**src/rtl/spi_pkg.sv**
```systemverilog
// Shared definitions for the SPI frame transmitter and its matching receiver.
package spi_pkg;

  localparam int FRAME_BITS    = 64;
  localparam int PAYLOAD_WORDS = 3;

  typedef enum logic [0:0] {
    IDLE  = 1'b0,
    SHIFT = 1'b1
  } state_t;

  // Field order is the on-wire order, MSB first.
  typedef struct packed {
    logic signed [15:0] word0;
    logic signed [15:0] word1;
    logic signed [15:0] word2;
    logic        [7:0]  seq;
    logic        [7:0]  xsum;
  } frame_t;

endpackage

```
**src/rtl/spi_frame_pack.sv**
```systemverilog
// Builds one frame from the payload words and a sequence number.
// The checksum is the XOR of all payload bytes.
module spi_frame_pack
  import spi_pkg::*;
(
  input  logic signed [15:0] word0,
  input  logic signed [15:0] word1,
  input  logic signed [15:0] word2,
  input  logic        [7:0]  seq,
  output frame_t             frame
);

  logic [15:0] words [PAYLOAD_WORDS];
  logic [7:0]  xsum;

  assign words[0] = word0;
  assign words[1] = word1;
  assign words[2] = word2;

  always_comb begin
    xsum = 8'h00;
    for (int i = 0; i < PAYLOAD_WORDS; i++) begin
      xsum = xsum ^ words[i][15:8] ^ words[i][7:0];
    end
  end

  always_comb begin
    frame.word0 = word0;
    frame.word1 = word1;
    frame.word2 = word2;
    frame.seq   = seq;
    frame.xsum  = xsum;
  end

endmodule

```
**src/rtl/spi_frame_tx.sv**
```systemverilog
// SPI slave-side frame transmitter: one-entry pending buffer feeding a
// shift register clocked by the controller's sclk, MSB first.
module spi_frame_tx #(
  parameter int FRAME_BITS = spi_pkg::FRAME_BITS
) (
  input  logic               sclk,
  input  logic               resetn,
  input  logic               cs_n,
  input  logic               in_valid,
  output logic               in_ready,
  input  logic signed [15:0] in_word0,
  input  logic signed [15:0] in_word1,
  input  logic signed [15:0] in_word2,
  output logic               sdo,
  output logic               sdo_oe,
  output logic               frame_done,
  output logic               busy,
  output logic        [7:0]  abort_cnt
);

  import spi_pkg::*;

  localparam int CNT_W = $clog2(FRAME_BITS);

  logic [FRAME_BITS-1:0] shift_reg;
  logic [CNT_W-1:0]      bit_cnt;
  frame_t                frame_buf;
  frame_t                next_frame;
  frame_t                reload_frame;
  logic signed [15:0]    pend_word0;
  logic signed [15:0]    pend_word1;
  logic signed [15:0]    pend_word2;
  logic                  pend_valid;
  logic [7:0]            next_seq;
  state_t                state;
  logic                  last_bit;
  logic                  reload;
  logic                  take;

  function automatic logic [7:0] sat_inc(input logic [7:0] c);
    return (c == 8'hFF) ? c : c + 8'd1;
  endfunction

  // The frame sits in the top bits; any extra FRAME_BITS beyond it shift out as 0.
  function automatic logic [FRAME_BITS-1:0] align(input frame_t f);
    logic [FRAME_BITS-1:0] v;
    v = '0;
    v[FRAME_BITS-1 -: $bits(frame_t)] = f;
    return v;
  endfunction

  assign state    = cs_n ? IDLE : SHIFT;
  assign last_bit = (bit_cnt == CNT_W'(FRAME_BITS - 1));
  assign reload   = (state == IDLE) || last_bit;
  assign take     = in_valid && in_ready;
  assign next_seq = frame_buf.seq + 8'd1;

  assign in_ready = ~pend_valid;
  assign sdo      = shift_reg[FRAME_BITS-1];
  assign sdo_oe   = ~cs_n;
  assign busy     = (bit_cnt != '0);

  spi_frame_pack u_pack (
    .word0 (pend_word0),
    .word1 (pend_word1),
    .word2 (pend_word2),
    .seq   (next_seq),
    .frame (next_frame)
  );

  // Without a pending entry the last committed frame is resent with its old seq.
  assign reload_frame = pend_valid ? next_frame : frame_buf;

  always_ff @(posedge sclk) begin
    if (take) begin
      pend_word0 <= in_word0;
      pend_word1 <= in_word1;
      pend_word2 <= in_word2;
    end
  end

  always_ff @(posedge sclk) begin
    if (!resetn) begin
      shift_reg  <= '0;
      frame_buf  <= '0;
      pend_valid <= 1'b0;
      bit_cnt    <= '0;
      abort_cnt  <= 8'h00;
      frame_done <= 1'b0;
    end else begin
      frame_done <= 1'b0;
      if (take) begin
        pend_valid <= 1'b1;
      end
      if (state == IDLE) begin
        bit_cnt <= '0;
        if (bit_cnt != '0) begin
          abort_cnt <= sat_inc(abort_cnt);
        end
      end else if (last_bit) begin
        bit_cnt    <= '0;
        frame_done <= 1'b1;
      end else begin
        bit_cnt   <= bit_cnt + 1'b1;
        shift_reg <= shift_reg << 1;
      end
      // take needs an empty buffer, so it never collides with this clear.
      if (reload) begin
        shift_reg <= align(reload_frame);
        if (pend_valid) begin
          frame_buf  <= next_frame;
          pend_valid <= 1'b0;
        end
      end
    end
  end

endmodule

```
**config.mk**
```make
export PLATFORM = sky130hd
export DESIGN_NAME = spi_frame_tx
export DESIGN_NICKNAME = d
export VERILOG_FILES = /design/src/rtl/spi_pkg.sv /design/src/rtl/spi_frame_pack.sv /design/src/rtl/spi_frame_tx.sv
export SDC_FILE = /design/constraint.sdc
export NUM_CORES = 1
export LEC_CHECK = 0
export BUFFER_PORTS_ARGS = -buffer_cell sky130_fd_sc_hd__buf_2
export CAP_MARGIN = 20
export CELL_PAD_IN_SITES_DETAIL_PLACEMENT = 0
export CELL_PAD_IN_SITES_GLOBAL_PLACEMENT = 1
export CORE_MARGIN = 2
export CORE_UTILIZATION = 40
export CTS_BUF_LIST = sky130_fd_sc_hd__clkbuf_8 sky130_fd_sc_hd__clkbuf_16
export DETAILED_ROUTE_END_ITERATION = 12
export MAX_ROUTING_LAYER = met4
export PLACE_DENSITY_LB_ADDON = 0.1
export SYNTH_ARGS = -nofsm -noshare
export SYNTH_HDL_FRONTEND = slang
export SYNTH_SLANG_ARGS = --single-unit
```
**constraint.sdc**
```tcl
create_clock -name sclk -period 5.5 [get_ports sclk]
set_clock_uncertainty 0.2 [all_clocks]
set_input_delay 0.825 -clock sclk [delete_from_list [all_inputs] [get_ports sclk]]
set_output_delay 0.825 -clock sclk [all_outputs]
set_load 0.02 [all_outputs]
```
==> results.md <==
* Status: finished clean
* Worst Slack Setup Final at about 2.7 ns
* Final setup fails at 0
* Critical Path Sink: frame_buf[6]$_SDFFE_PN0P_
* Post-synth EDFFs at 48
* Pin count of the biggest net entering global routing at 76
* Syn Inst Count at about 730
* Final #Nets at between 800 and 900
* CTS tree: done
* Initial detailed-routing violation count at ~330
* DR pass1 iterations at 4
* Fmax at between 0.3 and 0.4 GHz
* CP startpoint kind: flop
* Required time worst endpoint at between 5 and 6 ns
* Unrepaired setup endpoints after global routing: no
* TritonCTS Sinks at ~190
* Netlist cell types at 39
* CTS root buffer: clkbuf_16
* Headroom to the max-slew limit at 34.1%
* Routed via count at approximately 5400
* Reg2Reg Capture Point: frame_buf[6]$_SDFFE_PN0P_
* Top FF cell, synth: dfxtp_1
* Cts bufs inserted at 17
* Final Cycle Share at between 50 and 60%
* Dominant cells by area after synthesis: dfxtp_1 (37%), edfxtp_1 (19%), mux2i_1 (6.3%), a211oi_1 (5.4%), a21oi_1 (4.3%)
* H-tree lvl count at 4
* Max_cap viols at 0
* Die ar. at 20400 sq um
* Ports at between 60 and 70
* R2R Setup Slk at ~2.7 ns
* Post-Syn Nets at a little under 800
* Antenna-violating nets left at 0
* GPL Wtd Cong at between 0.7 and 0.8
* GRT overflow at 0
* Post-place instance area at 8210 sq um
* Die W at ~140 um
* Worst setup EP type: flop
* P per Cell Area at 349 nW/um^2
* Hold Path Class: reg -> reg
* Crit path max fanout at 37
* First-pass GRT wire length at ~27000 um
* FF-to-FF path depth at 6
* # diodes at 0
* Via-to-Cell Ratio at between 5 and 6
* Max-slew violation count at 0
* Crit-path max cell delay at 0.83 ns
* GRT Overall Usage at between 10% and 20%
* Hold_buf cts at 0
* Hold_ws at about 0.23 ns
* Worst Setup SP: bit_cnt[0]$_SDFF_PP0_
* Routed wire length at about 17000 um
* Sequential cell area at around 4300 sq um
* Dpl ws at about 2.4 ns
* Actual slew at the worst max-slew pin at approximately 0.99 ns
* Initial antenna violation count at 0
* Setup TNS at 0 ns
* Hold Vio Cnt, Final at 0
* Yosys top cell by area: dfxtp_1
* DRC at 0
* Mean routed wirelength per cell at 16.0 um
* Area of the multi-input gates at 3150 sq um
* Area grow syn2layout at 13.9%
* Critical R2R Launch: bit_cnt[0]$_SDFF_PP0_
* Port bufs at 64
* Share of synthesized registers carrying an async set or reset at 0%
* Leakage at 3.23 nW
* Worst-case clock buffer depth at 2
* Chip height at 143 um
* Row count at 50
* Postcts setup bufs at 0
* WP data arrival at between 2 and 3 ns
* Crit-path cells: ha_1 -> and3_1 -> a31oi_4 -> buf_4 -> a2111oi_1 -> a21o_1
* CTS-repair resized insts at 0
* Setup CP Type: reg -> reg
* Final Instance Area at 8800 sq um
* CP max-delay cell: a31oi_4
* Area share of the leading cell type in the synthesized netlist at 37.3%
* Sequential area share after synthesis at a little under three fifths
* Clock Latency Late Sink at between 0.4 and 0.5 ns
* Syn. warnings at 0
* Min Tclk post-route at about 2.8 ns
* Clock Pin Slew Worst Setup and Hold Paths at 0.07 ns
* Syn Std Cell Area at 7730 sq um
* Synthesized flop and latch total at between 150 and 200
* Layout cells sized above 1 at 14.7%
* Vias in the first global route at about 5200
* CORE AREA at roughly 19000 sq um
* Syn avg cell area at ~11 sq um
* Hpwl dp at ~10000 um
* Initial core utilization at 41.0%
* Filler Cells Inserted at 1767
* Maximum vdd drop at approximately 0.21 mV
-- cells in the mapped netlist, types with 7 or more instances --
master	number
a21oi_1	67
mux2i_1	49
buf_1	8
o21ai_0	58
xor2_1	13
a211oi_1	56
edfxtp_1	48
nor2_1	72
clkbuf_1	30
or3_1	7
buf_2	23
nand3_1	54
xnor3_1	7
a21o_1	15
xnor2_1	24
dfxtp_1	144
nand2_1	10
-- how the worst min path moves through the flow --
stage,start,end,depth (start not counted)
after CTS,shift_reg[3]$_SDFFE_PN0P_,shift_reg[4]$_SDFFE_PN0P_,1
after detailed placement,shift_reg[3]$_SDFFE_PN0P_,shift_reg[4]$_SDFFE_PN0P_,1
after floorplan,shift_reg[0]$_SDFFE_PN0P_,shift_reg[1]$_SDFFE_PN0P_,1
final,shift_reg[3]$_SDFFE_PN0P_,shift_reg[4]$_SDFFE_PN0P_,1
after global placement,shift_reg[2]$_SDFFE_PN0P_,shift_reg[3]$_SDFFE_PN0P_,1
after global routing,shift_reg[3]$_SDFFE_PN0P_,shift_reg[4]$_SDFFE_PN0P_,1
-- area by class of cell --
cell class,count,area share [%]
Sequential cell,192,49.2
Multi-Input combinational cell,474,35.8
Clock buffer,22,6.00
Timing Repair Buffer,72,4.32
Tap cell,260,3.70
Clock inverter,10,0.768
Inverter,6,0.270
-- per-layer routing --
layer / global-route usage, % / part of all wire, % / routed length (um) / vias to the layer above
li1: - / - / - / 2728
met1: 24.2 / 50 / 8300 / 2572
met2: 25.8 / 45 / 7490 / 74
met3: 3.35 / 3.0 / 499 / 19
met4: 6.77 / 1.7 / 277 / 0
met5: - / 0 / 0 / -
-- kinds of logic after synthesis --
family	share of synthesized area, %
AOI/OAI and AO/OA	17.4
xor gates and xnor gates	6.23
buffers and inverters	3.63
and+or+nand+nor	9.84
adders and majority gates	0.648
muxes	6.35
DFF	55.9
-- cell usage in the layout (no fill, tap or decap), drive strengths merged, types with 2 or more instances in the layout --
cell type	synthesis	layout
dfxtp	144	144
nor2	72	72
buf	31	72
a21oi	67	67
o21ai	58	58
a211oi	56	56
nand3	54	54
mux2i	49	49
edfxtp	48	48
xnor2	24	24
clkbuf	30	22
a21o	15	15
xor2	13	13
nand2	10	10
inv	6	10
xnor3	7	7
or3	7	7
a2111oi	7	7
clkinv	0	5
o31ai	4	4
or4	4	4
ha	4	4
nand4	3	3
and3	2	2
nor3	2	2
or2	2	2
and4	2	2
nand3b	2	2
a31oi	2	2
-- worst max-delay path: cells and delay by family (launching register included) --
family	cells	cell delay [ns]
adders and majority gates	1	0.23
buffers and inverters	1	0.53
DFF	1	0.34
AOI/OAI and AO/OA	3	1.15
and+or+nand+nor	1	0.23
-- report_power, final --
group	leakage [nW]	internal, mW	switching [mW]
Clock	0.300	0.686	0.540
Combinational	1.29	0.117	0.153
Sequential	1.64	1.52	0.0515
Total	3.23	2.33	0.744
-- per-stage QoR --
step | power [mW] | util, % | std cells
final | 3.07 | 46.7 | 1036
after global routing | 3.21 | 46.7 | 1036
after CTS | 3.11 | 46.7 | 1036
after detailed placement | 1.88 | 43.6 | 1004
after global placement | 1.87 | 43.6 | 1004
after floorplan | 1.79 | - | 733
Power figures use the tool's default switching activity.
